===== src/rtl/ttt_pkg.sv =====
// Shared types and width helpers for the tick-tock-tokens stage scheduler.
package ttt_pkg;

    typedef enum logic [1:0] {
        STAGE_WAIT     = 2'b00,
        STAGE_UPDATE   = 2'b01,
        STAGE_CHECK    = 2'b10,
        STAGE_TRANSMIT = 2'b11
    } stage_t;

    typedef enum logic [2:0] {
        WALK_IDLE,
        WALK_PTR0,
        WALK_PTR1,
        WALK_PTR2,
        WALK_CONN,
        WALK_DRAIN
    } walk_state_t;

    // {stop, start} codes of a processor check result
    localparam logic [1:0] SS_NONE  = 2'b00;
    localparam logic [1:0] SS_START = 2'b01;
    localparam logic [1:0] SS_STOP  = 2'b10;
    localparam logic [1:0] SS_BOTH  = 2'b11;

    function automatic int pid_w(input int n);
        return (n > 1) ? $clog2(n) : 1;
    endfunction

    function automatic int ptr_w(input int n);
        return $clog2(n + 1);
    endfunction

    function automatic int cid_w(input int c);
        return (c > 1) ? $clog2(c) : 1;
    endfunction

    function automatic int cnt_w(input int c);
        return $clog2(c + 1);
    endfunction

endpackage


===== src/rtl/ttt_csr_walker.sv =====
// Walks one processor's CSR fan-out list and streams weighted token deliveries.
module ttt_csr_walker
    import ttt_pkg::*;
#(
    parameter int NUM_PROCESSORS  = 8,
    parameter int NUM_CONNECTIONS = 32,
    parameter int NEW_TOKEN_BITS  = 2,
    localparam int PID_W = pid_w(NUM_PROCESSORS),
    localparam int PTR_W = ptr_w(NUM_PROCESSORS),
    localparam int CID_W = cid_w(NUM_CONNECTIONS),
    localparam int CNT_W = cnt_w(NUM_CONNECTIONS)
) (
    input  logic                      clock_fast,
    input  logic                      reset,
    input  logic                      start,
    input  logic                      stop_kind,
    input  logic [PID_W-1:0]          proc,
    output logic                      done,
    output logic [PTR_W-1:0]          indptr_addr,
    input  logic [CNT_W-1:0]          indptr_data,
    output logic [CID_W-1:0]          conn_addr,
    output logic                      conn_rd,
    input  logic [PID_W-1:0]          conn_target,
    input  logic [NEW_TOKEN_BITS-1:0] conn_good,
    input  logic [NEW_TOKEN_BITS-1:0] conn_bad,
    output logic                      deliver_valid,
    output logic [PID_W-1:0]          deliver_target,
    output logic [NEW_TOKEN_BITS-1:0] deliver_good,
    output logic [NEW_TOKEN_BITS-1:0] deliver_bad,
    output logic                      deliver_stop
);

    localparam logic [CNT_W-1:0] CONN_MAX = CNT_W'(NUM_CONNECTIONS);

    walk_state_t      state, state_n;
    logic [CNT_W-1:0] lo, hi, c;
    logic [CNT_W-1:0] ptr_clamped;

    assign ptr_clamped = (indptr_data > CONN_MAX) ? CONN_MAX : indptr_data;

    always_comb begin
        state_n     = state;
        done        = 1'b0;
        indptr_addr = '0;
        conn_addr   = '0;
        conn_rd     = 1'b0;
        case (state)
            WALK_IDLE:  if (start) state_n = WALK_PTR0;
            WALK_PTR0: begin
                indptr_addr = PTR_W'(proc);
                state_n     = WALK_PTR1;
            end
            WALK_PTR1: begin
                indptr_addr = PTR_W'(proc) + PTR_W'(1);
                state_n     = WALK_PTR2;
            end
            // hi arrives this cycle; an empty or inverted list ends the walk here
            WALK_PTR2: begin
                if (lo >= ptr_clamped) begin
                    done    = 1'b1;
                    state_n = WALK_IDLE;
                end else begin
                    state_n = WALK_CONN;
                end
            end
            WALK_CONN: begin
                conn_rd   = 1'b1;
                conn_addr = c[CID_W-1:0];
                if (c == hi - CNT_W'(1)) state_n = WALK_DRAIN;
            end
            WALK_DRAIN: begin
                done    = 1'b1;
                state_n = WALK_IDLE;
            end
            default:    state_n = WALK_IDLE;
        endcase
    end

    always_ff @(posedge clock_fast or posedge reset) begin
        if (reset) begin
            state         <= WALK_IDLE;
            lo            <= '0;
            hi            <= '0;
            c             <= '0;
            deliver_valid <= 1'b0;
            deliver_stop  <= 1'b0;
        end else begin
            state         <= state_n;
            deliver_valid <= conn_rd;
            if (start && state == WALK_IDLE) deliver_stop <= stop_kind;
            if (state == WALK_PTR1) lo <= ptr_clamped;
            if (state == WALK_PTR2) begin
                hi <= ptr_clamped;
                c  <= lo;
            end
            if (state == WALK_CONN) c <= c + CNT_W'(1);
        end
    end

    assign deliver_target = conn_target;
    assign deliver_good   = conn_good;
    assign deliver_bad    = conn_bad;

endmodule


===== src/rtl/ttt_stage_scheduler.sv =====
// Per-step sequencer: sweeps update and check phases over all processors and
// hands firing processors to the CSR walker for token transmission.
module ttt_stage_scheduler
    import ttt_pkg::*;
#(
    parameter int NUM_PROCESSORS  = 8,
    parameter int NUM_CONNECTIONS = 32,
    parameter int NEW_TOKEN_BITS  = 2,
    localparam int PID_W = pid_w(NUM_PROCESSORS),
    localparam int PTR_W = ptr_w(NUM_PROCESSORS),
    localparam int CID_W = cid_w(NUM_CONNECTIONS),
    localparam int CNT_W = cnt_w(NUM_CONNECTIONS)
) (
    input  logic                      clock_fast,
    input  logic                      reset,
    input  logic                      advance,
    output logic [1:0]                stage,
    output logic [PID_W-1:0]          proc_addr,
    output logic                      proc_update,
    output logic                      proc_check,
    input  logic                      token_start,
    input  logic                      token_stop,
    output logic [PTR_W-1:0]          indptr_addr,
    input  logic [CNT_W-1:0]          indptr_data,
    output logic [CID_W-1:0]          conn_addr,
    output logic                      conn_rd,
    input  logic [PID_W-1:0]          conn_target,
    input  logic [NEW_TOKEN_BITS-1:0] conn_good,
    input  logic [NEW_TOKEN_BITS-1:0] conn_bad,
    output logic                      deliver_valid,
    output logic [PID_W-1:0]          deliver_target,
    output logic [NEW_TOKEN_BITS-1:0] deliver_good,
    output logic [NEW_TOKEN_BITS-1:0] deliver_bad,
    output logic                      deliver_stop,
    output logic                      out_valid,
    output logic [PID_W-1:0]          out_proc,
    output logic [1:0]                out_startstop,
    output logic                      busy
);

    localparam logic [PID_W-1:0] LAST_PROC = PID_W'(NUM_PROCESSORS - 1);

    stage_t           state, state_n;
    logic [PID_W-1:0] p, p_n;
    logic [1:0]       ss;
    logic             check_fire, walk_start, walk_done;

    assign ss         = {token_stop, token_start};
    assign check_fire = (state == STAGE_CHECK) && (ss != SS_NONE);

    always_comb begin
        state_n    = state;
        p_n        = p;
        walk_start = 1'b0;
        case (state)
            STAGE_WAIT: begin
                if (advance) begin
                    state_n = STAGE_UPDATE;
                    p_n     = '0;
                end
            end
            STAGE_UPDATE: begin
                if (p == LAST_PROC) begin
                    state_n = STAGE_CHECK;
                    p_n     = '0;
                end else begin
                    p_n = p + PID_W'(1);
                end
            end
            // CHECK and the walker's done pulse share the same "next processor" step
            STAGE_CHECK, STAGE_TRANSMIT: begin
                if (state == STAGE_CHECK && (ss == SS_START || ss == SS_STOP)) begin
                    walk_start = 1'b1;
                    state_n    = STAGE_TRANSMIT;
                end else if (state == STAGE_CHECK || walk_done) begin
                    if (p == LAST_PROC) begin
                        state_n = STAGE_WAIT;
                        p_n     = '0;
                    end else begin
                        state_n = STAGE_CHECK;
                        p_n     = p + PID_W'(1);
                    end
                end
            end
            default: state_n = STAGE_WAIT;
        endcase
    end

    always_ff @(posedge clock_fast or posedge reset) begin
        if (reset) begin
            state         <= STAGE_WAIT;
            p             <= '0;
            out_valid     <= 1'b0;
            out_proc      <= '0;
            out_startstop <= SS_NONE;
        end else begin
            state         <= state_n;
            p             <= p_n;
            out_valid     <= check_fire;
            out_proc      <= check_fire ? p : '0;
            out_startstop <= check_fire ? ss : SS_NONE;
        end
    end

    assign stage       = state;
    assign proc_addr   = p;
    assign proc_update = (state == STAGE_UPDATE);
    assign proc_check  = (state == STAGE_CHECK);
    assign busy        = (state != STAGE_WAIT);

    ttt_csr_walker #(
        .NUM_PROCESSORS (NUM_PROCESSORS),
        .NUM_CONNECTIONS(NUM_CONNECTIONS),
        .NEW_TOKEN_BITS (NEW_TOKEN_BITS)
    ) u_walker (
        .clock_fast    (clock_fast),
        .reset         (reset),
        .start         (walk_start),
        .stop_kind     (token_stop),
        .proc          (p),
        .done          (walk_done),
        .indptr_addr   (indptr_addr),
        .indptr_data   (indptr_data),
        .conn_addr     (conn_addr),
        .conn_rd       (conn_rd),
        .conn_target   (conn_target),
        .conn_good     (conn_good),
        .conn_bad      (conn_bad),
        .deliver_valid (deliver_valid),
        .deliver_target(deliver_target),
        .deliver_good  (deliver_good),
        .deliver_bad   (deliver_bad),
        .deliver_stop  (deliver_stop)
    );

endmodule


===== config.mk =====
export PLATFORM = sky130hd
export DESIGN_NAME = ttt_stage_scheduler
export DESIGN_NICKNAME = d
export VERILOG_FILES = /design/src/rtl/ttt_pkg.sv /design/src/rtl/ttt_csr_walker.sv /design/src/rtl/ttt_stage_scheduler.sv
export SDC_FILE = /design/constraint.sdc
export NUM_CORES = 1
export LEC_CHECK = 0
export ABC_AREA = 1
export CORE_MARGIN = 5
export CORE_UTILIZATION = 53
export CTS_CLUSTER_DIAMETER = 150
export DETAILED_ROUTE_END_ITERATION = 6
export GPL_TIMING_DRIVEN = 0
export PLACE_DENSITY = 0.94
export SETUP_SLACK_MARGIN = 0.4
export SYNTH_ARGS = -nofsm -noshare
export SYNTH_HDL_FRONTEND = slang
export SYNTH_HIERARCHICAL = 1
export SYNTH_SLANG_ARGS = --single-unit
export TNS_END_PERCENT = 10

===== constraint.sdc =====
create_clock -name clock_fast -period 4.05 [get_ports clock_fast]
set_input_delay 0.81 -clock clock_fast [delete_from_list [all_inputs] [get_ports clock_fast]]
set_output_delay 0.81 -clock clock_fast [all_outputs]
set_load 0.05 [all_outputs]

# == Word level (Yosys, flattened, before mapping) ==
# Index checks and enable logic that the tools add are counted.
# word_totals
reg_bits,34
in_bits,18
output_inout_bits,33
word_cells,77
# classes
n_addsub,4
order_cmp,2
eq_ne,19
muxes,27
n_reduce_logical,14
# ops
op,n
$mux 3,8
$mux 6,3
$pmux 3 s5,1
$mux 2,6
$eq 3x3->1 const B,3
$pmux 3 s3,1
$pmux 4 s2,1
$add 6x1->6 const B,1
$eq 2x2->1 const B,3
$eq 3x2->1 const B,2
$eq 6x6->1,1
$ge 6x6->1,1
$gt 6x6->1 const B,1
$ne 2x1->1 const B,3
$ne 2x2->1 const B,3
$pmux 2 s3,1
$reduce_and 3->1,2
$reduce_bool 2->1,3
$sub 6x1->6 const B,1
$mux 5,1
$add 3x1->4 const B,1
$eq 2x1->1 const B,2
$mux 1,4
$add 3x1->3 const B,1
9 further kinds,12

# == Depth between registers and ports, before layout ==
# logic_depth
ltp_word,9
mapped_depth,14
ltp_nobuf,14

# == By module ==
# Netlist, hierarchy kept.
# by_module_without_submodules
mod,n_inst,cells_per_inst,area_per_inst_um2,seq_area_each_um2
ttt_csr_walker,1,199,1569.0,575.6
ttt_stage_scheduler,1,65,520.5,275.3

# == Worst setup path before layout ==
# OpenSTA, ideal clock, no wires.
# synth_timing
path_kind,reg-to-output
start,register p[0] (netlist: proc_addr[0])
end,output port indptr_addr[0]
t_arrival_ps,1996
required_ps,3240
slack_ps,1244
path_stages_with_launch,3
path_buffers,0
path_cell_list,dfrtp_1 inv_1 o21ai_0
# synth_between
elab_chain_len,2
# synth_rtl
element,line,rtl
"start, declared",ttt_stage_scheduler.sv:44,"logic [PID_W-1:0] p, p_n;"
"start signal, assigned",ttt_stage_scheduler.sv:98,p <= p_n;
$add 3x1->4,ttt_csr_walker.sv:54,indptr_addr = PTR_W'(proc) + PTR_W'(1);
$pmux 4 s2 (*),ttt_csr_walker.sv:47,case (state)
"end, declared",ttt_stage_scheduler.sv:23,"output logic [PTR_W-1:0] indptr_addr,"
# Mark *: on every way between the ends. The rest lies on a longest branch, timed or not.

# == Worst setup path in the final report ==
# layout_timing
start,register u_walker.state[0]
end,output port conn_addr[1]
# layout_between
elab_chain_len,2
# layout_rtl
element,line,rtl
"start, declared",ttt_csr_walker.sv:35,"walk_state_t state, state_n;"
"start signal, assigned",ttt_csr_walker.sv:88,state <= state_n;
$eq 3x3->1,ttt_csr_walker.sv:47,
$mux 5,ttt_csr_walker.sv:47,
"end, declared",ttt_stage_scheduler.sv:25,"output logic [CID_W-1:0] conn_addr,"
# No other way between the ends.

==> run metrics <==
R2R setup slack 2.13 ns; row count 22; Via Count 1909; Tmin final 3.19 ns; Max rail drop VDD 0.494 mV; Clock Sinks 34; PD cells 381 mW/mm^2; clk_skew 0.00442 ns; footprint of the multi-input gates 983 um^2; clock buffer depth 2; Resized cells post-CTS 0; WL final 4850 um; cell-internal power 0.622 mW; critical setup path kind reg2out; data required time of the worst path 3.24 ns; number of enable flip-flop cells after synthesis 0; library cells used by synthesis 34; number of global-route vias before repair 1905; DP HPWL 3740 um; number of max-cap violations 0; RSZ-0062 raised after global routing no; Horiz. Die Dim 72.8 um; initial core utilization 0.558; asr flop ratio synth 1.00; Synth top area share 0.407; Clk pwr share 0.253; Net count, final 344; Root Buffer clkbuf_8; Setup violations, final 0; Worst-path clk slew 0.06 ns; final period utilization 0.787; Flop pwr share 0.396; Comb power frac 0.351; final count of hold timing violations 0; Clock Latency Late Sink 0.29 ns; status complete, no violations; Die Ht 72.8 um; Fin Setup TNS 0 ns; gr usage total 0.204; largest area contributor in the netlist dfrtp_1; fin worst setup slack 0.863 ns; Mapped Area 0.00209 mm^2; Yosys Warn Count 6; commonest non-fill, non-tap cell in the layout nand2_1; total core area 0.00374 mm^2; CTS buffer count 5; drt wl/cell 13.4 um; HP Class reg2reg; DR DRC count 0; Slew Viols, Final 0; setup bufs post-CTS 0; crit path DAT 2.38 ns; f_max 314 MHz; Vias/cell 5.26; most frequent cells in the layout nand2_1 (63), clkdlybuf4s50_1 (43), inv_1 (42); Post-Syn Instances 264; Leakage 1.38 nW; CTS tree done; Reg area 851 um^2; Max transition margin 0.421; sequential-to-total area share from yosys stat 0.407; Initial DRC Count 132; H-Tree Depth 2; crit-path cells nor2_2 > inv_2 > nor2_8 > inv_4 > buf_6 > nor2_1 > clkdlybuf4s50_1; top post-synthesis cells by area dfrtp_1 (41%), nand2_1 (11%), inv_1 (7.5%); Die Area 0.00530 mm^2; startpoint class of the critical path register; CP peak stage delay 0.83 ns; first-pass GRT wire length 8450 um; Finished Layout Cells 363; gr ovfl total 0; post-route ant nets 0; placed cell count 355; port bufs 43; post-synth net total 294; antenna violations before repair 0; Slew @ Worst Pin 0.868 ns; fillers 285; worst slack at placement 0.898 ns; largest net degree at the start of global routing 24; dpl cell area 0.00258 mm^2; Crit-path slowest cell clkdlybuf4s50_1; share of layout cells above drive strength 1 0.114; drt first pass iters 4; cell area after layout 0.00267 mm^2; Critical Path Sink Type output port; total net switching power 0.395 mW; Area Overhead vs Synth 27.8%; placer congestion estimate 0.824; count of state elements after synthesis 34; Net Sw Frac 0.389; Primary FF master, synth dfrtp_1; Crit Path Max Fanout 10; syn_area_per_cell 7.91 um^2; Hold Buf Count CTS 0; # diodes 0; I/O pins 51
final timing paths:
path / endpoint / cells past startpoint / start
worst max register to register: proc_addr[2] / 13 / u_walker/lo[0]
worst min-delay path: u_walker/deliver_stop / 1 / u_walker/deliver_stop
worst max-delay path: conn_addr[1] / 7 / u_walker/state[0]
max in group asynchronous: u_walker/lo[5] / 2 / reset
min in group asynchronous: proc_addr[1] / 2 / reset
worst min register to register: u_walker/deliver_stop / 1 / u_walker/deliver_stop
critical path, delay by kind of cell, from the launching register on:
family	cells	cell delay [ns]
buffers and inverters	4	1.12
flip-flops	1	0.47
AND/OR/NAND/NOR	3	0.50
sequential cells by signal, summed over array words and instances (netlist names):
signal	flops
u_walker/deliver_valid	1
u_walker/state	3
out_startstop	2
out_proc	3
u_walker/deliver_stop	1
u_walker/lo	6
proc_addr	3
out_valid	1
u_walker/c	6
u_walker/hi	6
stage	2
synthesized netlist by cell type (all sizes together) (2+ instances only):
cell and instances:
inv 46, xor2 4, nand3 24, ha 12
o21ai 21, buf 10, nand2 65, nor2 28
xnor2 2, a21oi 4, nand4 3, o22ai 3
dfrtp 34
power groups by stage:
| stage | Sequential [mW] | Clock, mW | Combinational (mW) |
|---|---|---|---|
| 2_1_floorplan | 0.497 | 0 | 0.153 |
| 3_3_place_gp | 0.406 | 0 | 0.348 |
| 3_5_place_dp | 0.408 | 0 | 0.357 |
| 4_1_cts | 0.402 | 0.261 | 0.360 |
| 5_1_grt | 0.407 | 0.279 | 0.386 |
| 6_report | 0.402 | 0.257 | 0.357 |
cells by family after synthesis:
group,Yosys count,share of synthesized area
xor+xnor,6,0.0251
mux,1,0.00539
buf+inv,56,0.122
simple gates,122,0.266
fa+ha+maj,12,0.0719
compound gates,33,0.102
flops,34,0.407
stage by stage:
step	utilization	power (mW)	hold slack, ns
6_report	0.714	1.02	0.504
2_1_floorplan	-	0.650	0.479
3_5_place_dp	0.689	0.764	0.490
3_3_place_gp	0.689	0.754	0.475
4_1_cts	0.714	1.02	0.508
5_1_grt	0.714	1.07	0.539
routing by layer:
metal,track usage,wire length (um),up-vias
met1,0.254,1990,898
met3,0.0468,307,12
met5,0,0,-
met4,0.107,127,0
li1,-,-,935
met2,0.330,2420,64
area by class of cell:
type / count / share of cell area
multi-input cells: 174 / 0.368
flip-flops and latches: 34 / 0.319
clock buffers: 7 / 0.0323
inverters: 46 / 0.0656
well taps: 48 / 0.0225
plain buffers: 10 / 0.0300
repair buffers: 43 / 0.161
clock inverters: 1 / 0.00187
Note: power is estimated with default switching activity, not from simulation.
